**src/rtl/multi_edge_detector_if.sv**
```systemverilog
// rtl/multi_edge_detector_if.sv - pin, mode, clear and status bundle for multi_edge_detector
interface multi_edge_detector_if #(
  parameter int NCH   = 4,
  parameter int CNT_W = 8
);
  logic [NCH-1:0]       in_sig;
  logic [2*NCH-1:0]     mode;
  logic [NCH-1:0]       clr;
  logic                 cnt_clr;
  logic [NCH-1:0]       filt_out;
  logic [NCH-1:0]       rise_pulse;
  logic [NCH-1:0]       fall_pulse;
  logic [NCH-1:0]       event_flag;
  logic [NCH*CNT_W-1:0] edge_cnt;
  logic                 irq;

  modport master (
    output in_sig, mode, clr, cnt_clr,
    input  filt_out, rise_pulse, fall_pulse, event_flag, edge_cnt, irq
  );

  modport slave (
    input  in_sig, mode, clr, cnt_clr,
    output filt_out, rise_pulse, fall_pulse, event_flag, edge_cnt, irq
  );
endinterface

```
**src/rtl/multi_edge_detector.sv**
```systemverilog
// rtl/multi_edge_detector.sv - per-channel sync, glitch filter, edge pulses, sticky flags and counters
module multi_edge_detector #(
  parameter int NCH         = 4,
  parameter int SYNC_STAGES = 2,
  parameter int FILT_CYCLES = 3,
  parameter int CNT_W       = 8
) (
  input  logic                     clk,
  input  logic                     rst_n,
  multi_edge_detector_if.slave     bus
);
  logic [NCH-1:0]   s;
  logic [NCH-1:0]   f;
  logic [NCH-1:0]   p;
  logic [NCH-1:0]   rise_q;
  logic [NCH-1:0]   fall_q;
  logic [NCH-1:0]   flag_q;
  logic [NCH-1:0]   mode_rise;
  logic [NCH-1:0]   mode_fall;
  logic [NCH-1:0]   q;
  logic             irq_q;
  logic [CNT_W-1:0] cnt_q [NCH];

  generate
    if (SYNC_STAGES == 0) begin : g_nosync
      assign s = bus.in_sig;
    end else begin : g_sync
      logic [NCH-1:0] chain [SYNC_STAGES];
      always_ff @(posedge clk or negedge rst_n) begin
        if (!rst_n) begin
          for (int k = 0; k < SYNC_STAGES; k++) chain[k] <= '0;
        end else begin
          chain[0] <= bus.in_sig;
          for (int k = 1; k < SYNC_STAGES; k++) chain[k] <= chain[k-1];
        end
      end
      assign s = chain[SYNC_STAGES-1];
    end
  endgenerate

  // A level change is accepted only after FILT_CYCLES consecutive disagreeing samples.
  generate
    if (FILT_CYCLES == 0) begin : g_nofilt
      assign f = s;
    end else begin : g_filt
      localparam int FC_W = (FILT_CYCLES > 1) ? $clog2(FILT_CYCLES) : 1;
      localparam logic [FC_W-1:0] FC_LAST = FC_W'(FILT_CYCLES - 1);
      logic [FC_W-1:0] fc [NCH];
      logic [NCH-1:0]  f_q;
      always_ff @(posedge clk or negedge rst_n) begin
        if (!rst_n) begin
          f_q <= '0;
          for (int i = 0; i < NCH; i++) fc[i] <= '0;
        end else begin
          for (int i = 0; i < NCH; i++) begin
            if (s[i] == f_q[i]) begin
              fc[i] <= '0;
            end else if (fc[i] == FC_LAST) begin
              f_q[i] <= s[i];
              fc[i]  <= '0;
            end else begin
              fc[i] <= fc[i] + 1'b1;
            end
          end
        end
      end
      assign f = f_q;
    end
  endgenerate

  always_comb begin
    mode_rise = '0;
    mode_fall = '0;
    for (int i = 0; i < NCH; i++) begin
      mode_rise[i] = bus.mode[2*i];
      mode_fall[i] = bus.mode[2*i+1];
    end
  end

  assign q = (rise_q & mode_rise) | (fall_q & mode_fall);

  // Set beats clear on the flag, and an edge coincident with cnt_clr still counts as one.
  always_ff @(posedge clk or negedge rst_n) begin
    if (!rst_n) begin
      p      <= '0;
      rise_q <= '0;
      fall_q <= '0;
      flag_q <= '0;
      irq_q  <= 1'b0;
      for (int i = 0; i < NCH; i++) cnt_q[i] <= '0;
    end else begin
      p      <= f;
      rise_q <= f & ~p;
      fall_q <= ~f & p;
      flag_q <= q | (flag_q & ~bus.clr);
      irq_q  <= |flag_q;
      for (int i = 0; i < NCH; i++) begin
        if (bus.cnt_clr) begin
          cnt_q[i] <= CNT_W'(q[i]);
        end else if (q[i] && (cnt_q[i] != {CNT_W{1'b1}})) begin
          cnt_q[i] <= cnt_q[i] + 1'b1;
        end
      end
    end
  end

  assign bus.filt_out   = f;
  assign bus.rise_pulse = rise_q;
  assign bus.fall_pulse = fall_q;
  assign bus.event_flag = flag_q;
  assign bus.irq        = irq_q;

  generate
    for (genvar gi = 0; gi < NCH; gi++) begin : g_pack
      assign bus.edge_cnt[CNT_W*gi +: CNT_W] = cnt_q[gi];
    end
  endgenerate
endmodule
```
**src/flat_wrapper.sv**
```systemverilog
// flat-port wrapper written by rule: the top's interface ports become plain ports
module multi_edge_detector_flat 
#(
  parameter int NCH         = 4,
  parameter int SYNC_STAGES = 2,
  parameter int FILT_CYCLES = 3,
  parameter int CNT_W       = 8
)
  (clk, rst_n, bus_in_sig, bus_mode, bus_clr, bus_cnt_clr, bus_filt_out, bus_rise_pulse, bus_fall_pulse, bus_event_flag, bus_edge_cnt, bus_irq);
  multi_edge_detector_if #(.NCH(NCH), .CNT_W(CNT_W)) bus_i ();
  input  logic clk;
  input  logic rst_n;
  input wire logic [$bits(bus_i.in_sig)-1:0] bus_in_sig;
  input wire logic [$bits(bus_i.mode)-1:0] bus_mode;
  input wire logic [$bits(bus_i.clr)-1:0] bus_clr;
  input wire logic [$bits(bus_i.cnt_clr)-1:0] bus_cnt_clr;
  output wire logic [$bits(bus_i.filt_out)-1:0] bus_filt_out;
  output wire logic [$bits(bus_i.rise_pulse)-1:0] bus_rise_pulse;
  output wire logic [$bits(bus_i.fall_pulse)-1:0] bus_fall_pulse;
  output wire logic [$bits(bus_i.event_flag)-1:0] bus_event_flag;
  output wire logic [$bits(bus_i.edge_cnt)-1:0] bus_edge_cnt;
  output wire logic [$bits(bus_i.irq)-1:0] bus_irq;
  assign bus_i.in_sig = bus_in_sig;
  assign bus_i.mode = bus_mode;
  assign bus_i.clr = bus_clr;
  assign bus_i.cnt_clr = bus_cnt_clr;
  assign bus_filt_out = bus_i.filt_out;
  assign bus_rise_pulse = bus_i.rise_pulse;
  assign bus_fall_pulse = bus_i.fall_pulse;
  assign bus_event_flag = bus_i.event_flag;
  assign bus_edge_cnt = bus_i.edge_cnt;
  assign bus_irq = bus_i.irq;
  multi_edge_detector #(.NCH(NCH), .SYNC_STAGES(SYNC_STAGES), .FILT_CYCLES(FILT_CYCLES), .CNT_W(CNT_W)) u_core (.clk(clk), .rst_n(rst_n), .bus(bus_i));
endmodule
```
**config.mk**
```make
export PLATFORM = sky130hd
export DESIGN_NAME = multi_edge_detector_flat
export DESIGN_NICKNAME = d
export VERILOG_FILES = /design/src/rtl/multi_edge_detector_if.sv /design/src/rtl/multi_edge_detector.sv /design/src/flat_wrapper.sv
export SDC_FILE = /design/constraint.sdc
export NUM_CORES = 1
export LEC_CHECK = 0
export BUFFER_PORTS_ARGS = -buffer_cell sky130_fd_sc_hd__buf_2
export CORE_MARGIN = 2
export CORE_UTILIZATION = 40
export CTS_BUF_LIST = sky130_fd_sc_hd__clkbuf_4
export DETAILED_ROUTE_END_ITERATION = 10
export PLACE_DENSITY_LB_ADDON = 0.05
export SYNTH_ARGS = -nofsm -noshare
export SYNTH_HDL_FRONTEND = slang
export SYNTH_SLANG_ARGS = --single-unit
```
**constraint.sdc**
```tcl
create_clock -name clk -period 1.91 [get_ports clk]
set_input_delay 0.191 -clock clk [delete_from_list [all_inputs] [get_ports clk]]
set_output_delay 0.191 -clock clk [all_outputs]
set_load 0.01 [all_outputs]
```
* After elaboration in Yosys (flattened, before gate mapping)
Cells that the tools add are included.
** Storage, ports and cells
- Input bits :: 19
- Bits in registers :: 69
- Output and inout bits :: 49
- Word-level logic and storage cells :: 82
** Operators by class
- Bitwise logic cells :: 14
- Muxes and demuxes :: 16
- Eq/ne operators :: 12
- Reduce and logical (&&, ||, !) cells :: 13
- $add $sub $neg :: 8
** Operators by type and width (number)
- two-way mux 8 bit :: 8
- adder 8 x 1 -> 8 bit (second input constant) :: 4
- inequality test 8 bit (second input constant) :: 4
- bitwise AND 4 bit :: 5
- two-way mux 2 bit :: 8
- inverter 4 bit :: 3
- adder 2 x 1 -> 2 bit (second input constant) :: 4
- == test 2 bit (second input constant) :: 4
- bitwise OR 4 bit :: 2
- AND reduction 2 bit :: 4
- nonzero test 2 bit :: 4
- == test 1 bit :: 4
- logical AND 1 bit :: 4
- inverter 1 bit :: 4
- OR reduction 4 bit :: 1

* Longest topological paths before layout
- Depth after elaboration :: 5
- Depth in mapped cells :: 5
- Mapped depth without buffers :: 5

* Worst setup path after synthesis
OpenSTA, ideal clock, no wires.
- Path kind :: register to register
- Start :: register u_core.cnt_q (netlist bit u_core.bus.edge_cnt[16])
- End :: register u_core.cnt_q (netlist bit u_core.bus.edge_cnt[21])
- Required time :: 1.832 ns
- Path buffers :: 0
- Cell stages (with the launch flop) :: 6
- Arrival :: 1.525 ns
- Clock period less this slack :: 1.603 ns
- Path slack :: 0.307 ns
- Setup time :: 0.078 ns
- Cells stage by stage :: dfrtp_1 ha_1 nand4_2 o21ai_4 or4_1 a21oi_1
** Between the ends
- Cells in the longest elaborated chain, start to end :: 3
- Elaborated cells between the ends (all ways) :: 6
- Those cells by class :: 1 x add/sub; 1 x eq/ne; 2 x mux; 2 x reduce/logical
** RTL lines
- from (decl) :: line multi_edge_detector.sv:22 : logic [CNT_W-1:0] cnt_q [NCH];
- from (signal, indexed assignment) :: line multi_edge_detector.sv:99 : cnt_q[i] <= CNT_W'(q[i]);
- from (signal, indexed assignment) :: line multi_edge_detector.sv:101 : cnt_q[i] <= cnt_q[i] + 1'b1;
- adder 8 x 1 -> 8 bit / inequality test 8 bit (equally long branches) :: line multi_edge_detector.sv:101, multi_edge_detector.sv:100
- two-way mux 8 bit / logical AND 1 bit (equally long branches) :: line multi_edge_detector.sv:100 : end else if (q[i] && (cnt_q[i] != {CNT_W{1'b1}})) begin
- two-way mux 8 bit / nonzero test 2 bit (equally long branches)
Parallel ways exist; a longest one is shown, timed or not. The select of a mux whose other input is x is not followed.
A chain may end at the register's enable or synchronous reset.

* Worst setup path in the final report
Same ends and word-level chain as after synthesis.

==> impl_results.md <==
- Mean post-synth cell area: 11.6 sq um
- ANT nets after route: 0
- CTS tree: built
- Vias in the first global route: 2,095
- CTS Sinks: 69
- CP Data Arrival Time: 2.00 ns
- Max IR drop VDD: 0.787 mV
- Diode count: 0
- Leak: 1.71 nW
- Root Driver: clkbuf_4
- Final min period: 1.68 ns
- Drt drc: 0
- Yosys cell types: 45
- Drt pass-1 iters: 4
- Top Family by Delay on Critical Path: simple AND/OR/NAND/NOR gates
- Die ar.: 8110 sq um
- Post-CTS setup buffers: 0
- Routed vias/inst: 4.98
- Crit path to: u_core.bus.edge_cnt[21]
- YS warnings: 0
- Critical-path maximum fanout: 6
- Worst-Margin Slew: 0.579 ns
- Grt met3 use: 5.53%
- CP Capture Type: register
- # Max-Cap Violations: 0
- Total GRT Usage: 16.0%
- Most frequent cells in the layout: 69 x dfrtp_1, 67 x buf_2, 25 x nor2_1
- Cell row count: 31
- Startpoint Class: register
- Grt met1 use: 21.5%
- Initial Utilization: 41.1%
- Ports: 68
- Port-buffer cells: 67
- Synth Flop Type: dfrtp_1
- Setup CP Type: register to register
- CP startpoint: u_core.bus.edge_cnt[16]
- Total wire length: 6030 um
- # hold bufs at CTS: 9
- Bufs and invs on worst path: 0
- Initial antenna violation count: 0
- Share of layout cells above drive strength 1: 29.7%
- R2R cell count: 5
- #FFs+latches synth: 69
- CP max stage delay: 0.47 ns
- Most common cell after layout, fill and taps aside: dfrtp_1
- Max-slew violations: 0
- Hold WC Path Type: input port to register
- Post-DP HPWL: 4290 um
- Global-route wire length before repair: 10,300 um
- Fmax achieved: 0.597 GHz
- Largest net degree at the start of global routing: 30
- Pwr Total: 4.17 mW
- Most Crowded Layer GR: met2
- Area grow syn2layout: 23.4%
- Core region area: 7210 sq um
- M2 GR Usage: 24.4%
- Post-route cell area: 3660 sq um
- WL/cell: 13.5 um
- Asr flop ratio synth: 100%
- Setup slack on the worst flop-to-flop path: 0.23 ns
- Via count: 2,219
- Final Hold Fails: 0
- Skew-Pair Late Insertion Delay: 0.41 ns
- Mapped Area: 2960 sq um
- Total CTS buffers: 9
- Worst path required time: 2.23 ns
- Reg2reg end: u_core.bus.edge_cnt[21]
- Clock slew seen by the registers of the worst setup and hold paths: 0.11 ns
- Mapped Nets: 279
- Outcome: finished, final reports clean
- Crit-path cells: ha_1, nand4_2, o21ai_4, or4_1, a21oi_1
- Setup Skew: 0.0199 ns
- Final TNS setup: 0 ns
- Syn Inst Count: 256
- GP Congestion: 0.770
- Hold Slack: 0.0761 ns
- Maximum level of the CTS H-tree: 3
- DR iter-0 viols: 70
- Stages on worst setup path: 5
- Post-CTS resize count: 0
- Sequential area share after synthesis: 58.3%
- Slowest library cell on the worst path: or4_1
- Final #Nets: 366
- PD cells: 1140 nW/um^2
- Worst slew margin: 61.4%
- Tcrit/Tclk final: 87.7%
- Launching point of the worst reg2reg path: u_core.bus.edge_cnt[16]
- Longest Clk Path Bufs: 2
- Unrepaired setup endpoints after global routing: false
- Final setup vio count: 0
- Number of flops mapped to enable cells by yosys: 0
- Die X: 90.1 um
- Die height: 90.1 um
- Placed cell area: 3460 sq um
- GRT Residual Overflow: 0
-- area by class of cell --
cell class	instances	area, sq um
Clock inverter	6	41.3
Clock buffer	9	67.6
Inverter	7	26.3
Tap cell	99	124
Timing Repair Buffer	79	473
Fill cell	713	3560
Sequential cell	69	1730
Multi-Input combinational cell	177	1200
-- per-layer routing --
metal	routed length (um)	vias to the layer above	share of wire, %
li1	-	1102	-
met1	2850	1055	47
met2	2810	53	47
met3	303	9	5.0
met4	70	0	1.2
met5	0	-	0
-- cell usage after synthesis (4+ instances only) --
library cell	count	area, sq um
nor3b_1	4	30.0
mux2i_1	10	100
nor2_1	25	93.8
o211ai_1	5	37.5
xnor2_1	5	43.8
nor2b_1	13	81.3
o31ai_1	4	30.0
inv_1	7	26.3
nand4_1	5	31.3
nand3_1	8	40.0
nor3_1	10	50.1
xor2_1	5	43.8
nand2_1	18	67.6
a21oi_1	6	30.0
ha_1	4	50.1
mux2_2	4	45.0
dfrtp_1	69	1730
o21ai_0	8	40.0
-- power breakdown --
part / internal, mW / switching (mW) / leakage [nW]
Clock: 0.258 / 0.525 / 0.0554
Sequential: 1.83 / 0.321 / 0.895
Combinational: 0.595 / 0.637 / 0.757
Total: 2.68 / 1.48 / 1.71
-- state kept, by name, indices dropped and copies added, names as in the netlist --
register,count
u_core.bus.edge_cnt,32
u_core.g_filt.fc,8
u_core.bus.event_flag,4
u_core.bus.fall_pulse,4
u_core.bus.filt_out,4
u_core.bus.rise_pulse,4
u_core.g_sync.chain,4
u_core.p,4
u_core.s,4
u_core.bus.irq,1
-- worst min-delay path by stage --
stage | from | end | slack (ns) | cells after the start
finish | bus_mode[1] | u_core.bus.event_flag[0] | 0.08 | 3
global route | bus_mode[1] | u_core.bus.event_flag[0] | 0.05 | 3
CTS | bus_mode[1] | u_core.bus.event_flag[0] | 0.04 | 3
detailed placement | rst_n | u_core.bus.edge_cnt[3] | 0.23 | 1
global placement | rst_n | u_core.bus.edge_cnt[3] | 0.23 | 1
floorplan | rst_n | u_core.bus.edge_cnt[0] | -0.10 | 0
-- cells by family after synthesis --
kind of cell	Yosys count	synth area share, %
AO/OA/AOI/OAI	50	12.8
AND/OR/NAND/NOR	99	18.2
buffers and inverters	10	1.27
flip-flops	69	58.3
adder cells (fa/ha/maj)	4	1.69
XOR/XNOR	10	2.96
multiplexers	14	4.90
-- stage by stage --
step                cells  utilization (%)  setup WS [ns]
floorplan             256                -          0.307
global placement      422             47.9          0.287
detailed placement    422             47.9          0.264
CTS                   446             50.7          0.232
global route          446             50.7          0.135
finish                446             50.7          0.235
-- worst register-to-register path, cell delays in order, from the launching register on --
cell,delay (ns)
dfrtp_1,0.44
ha_1,0.27
nand4_2,0.18
o21ai_4,0.11
or4_1,0.47
a21oi_1,0.15
Power figures use the tool's default switching activity.
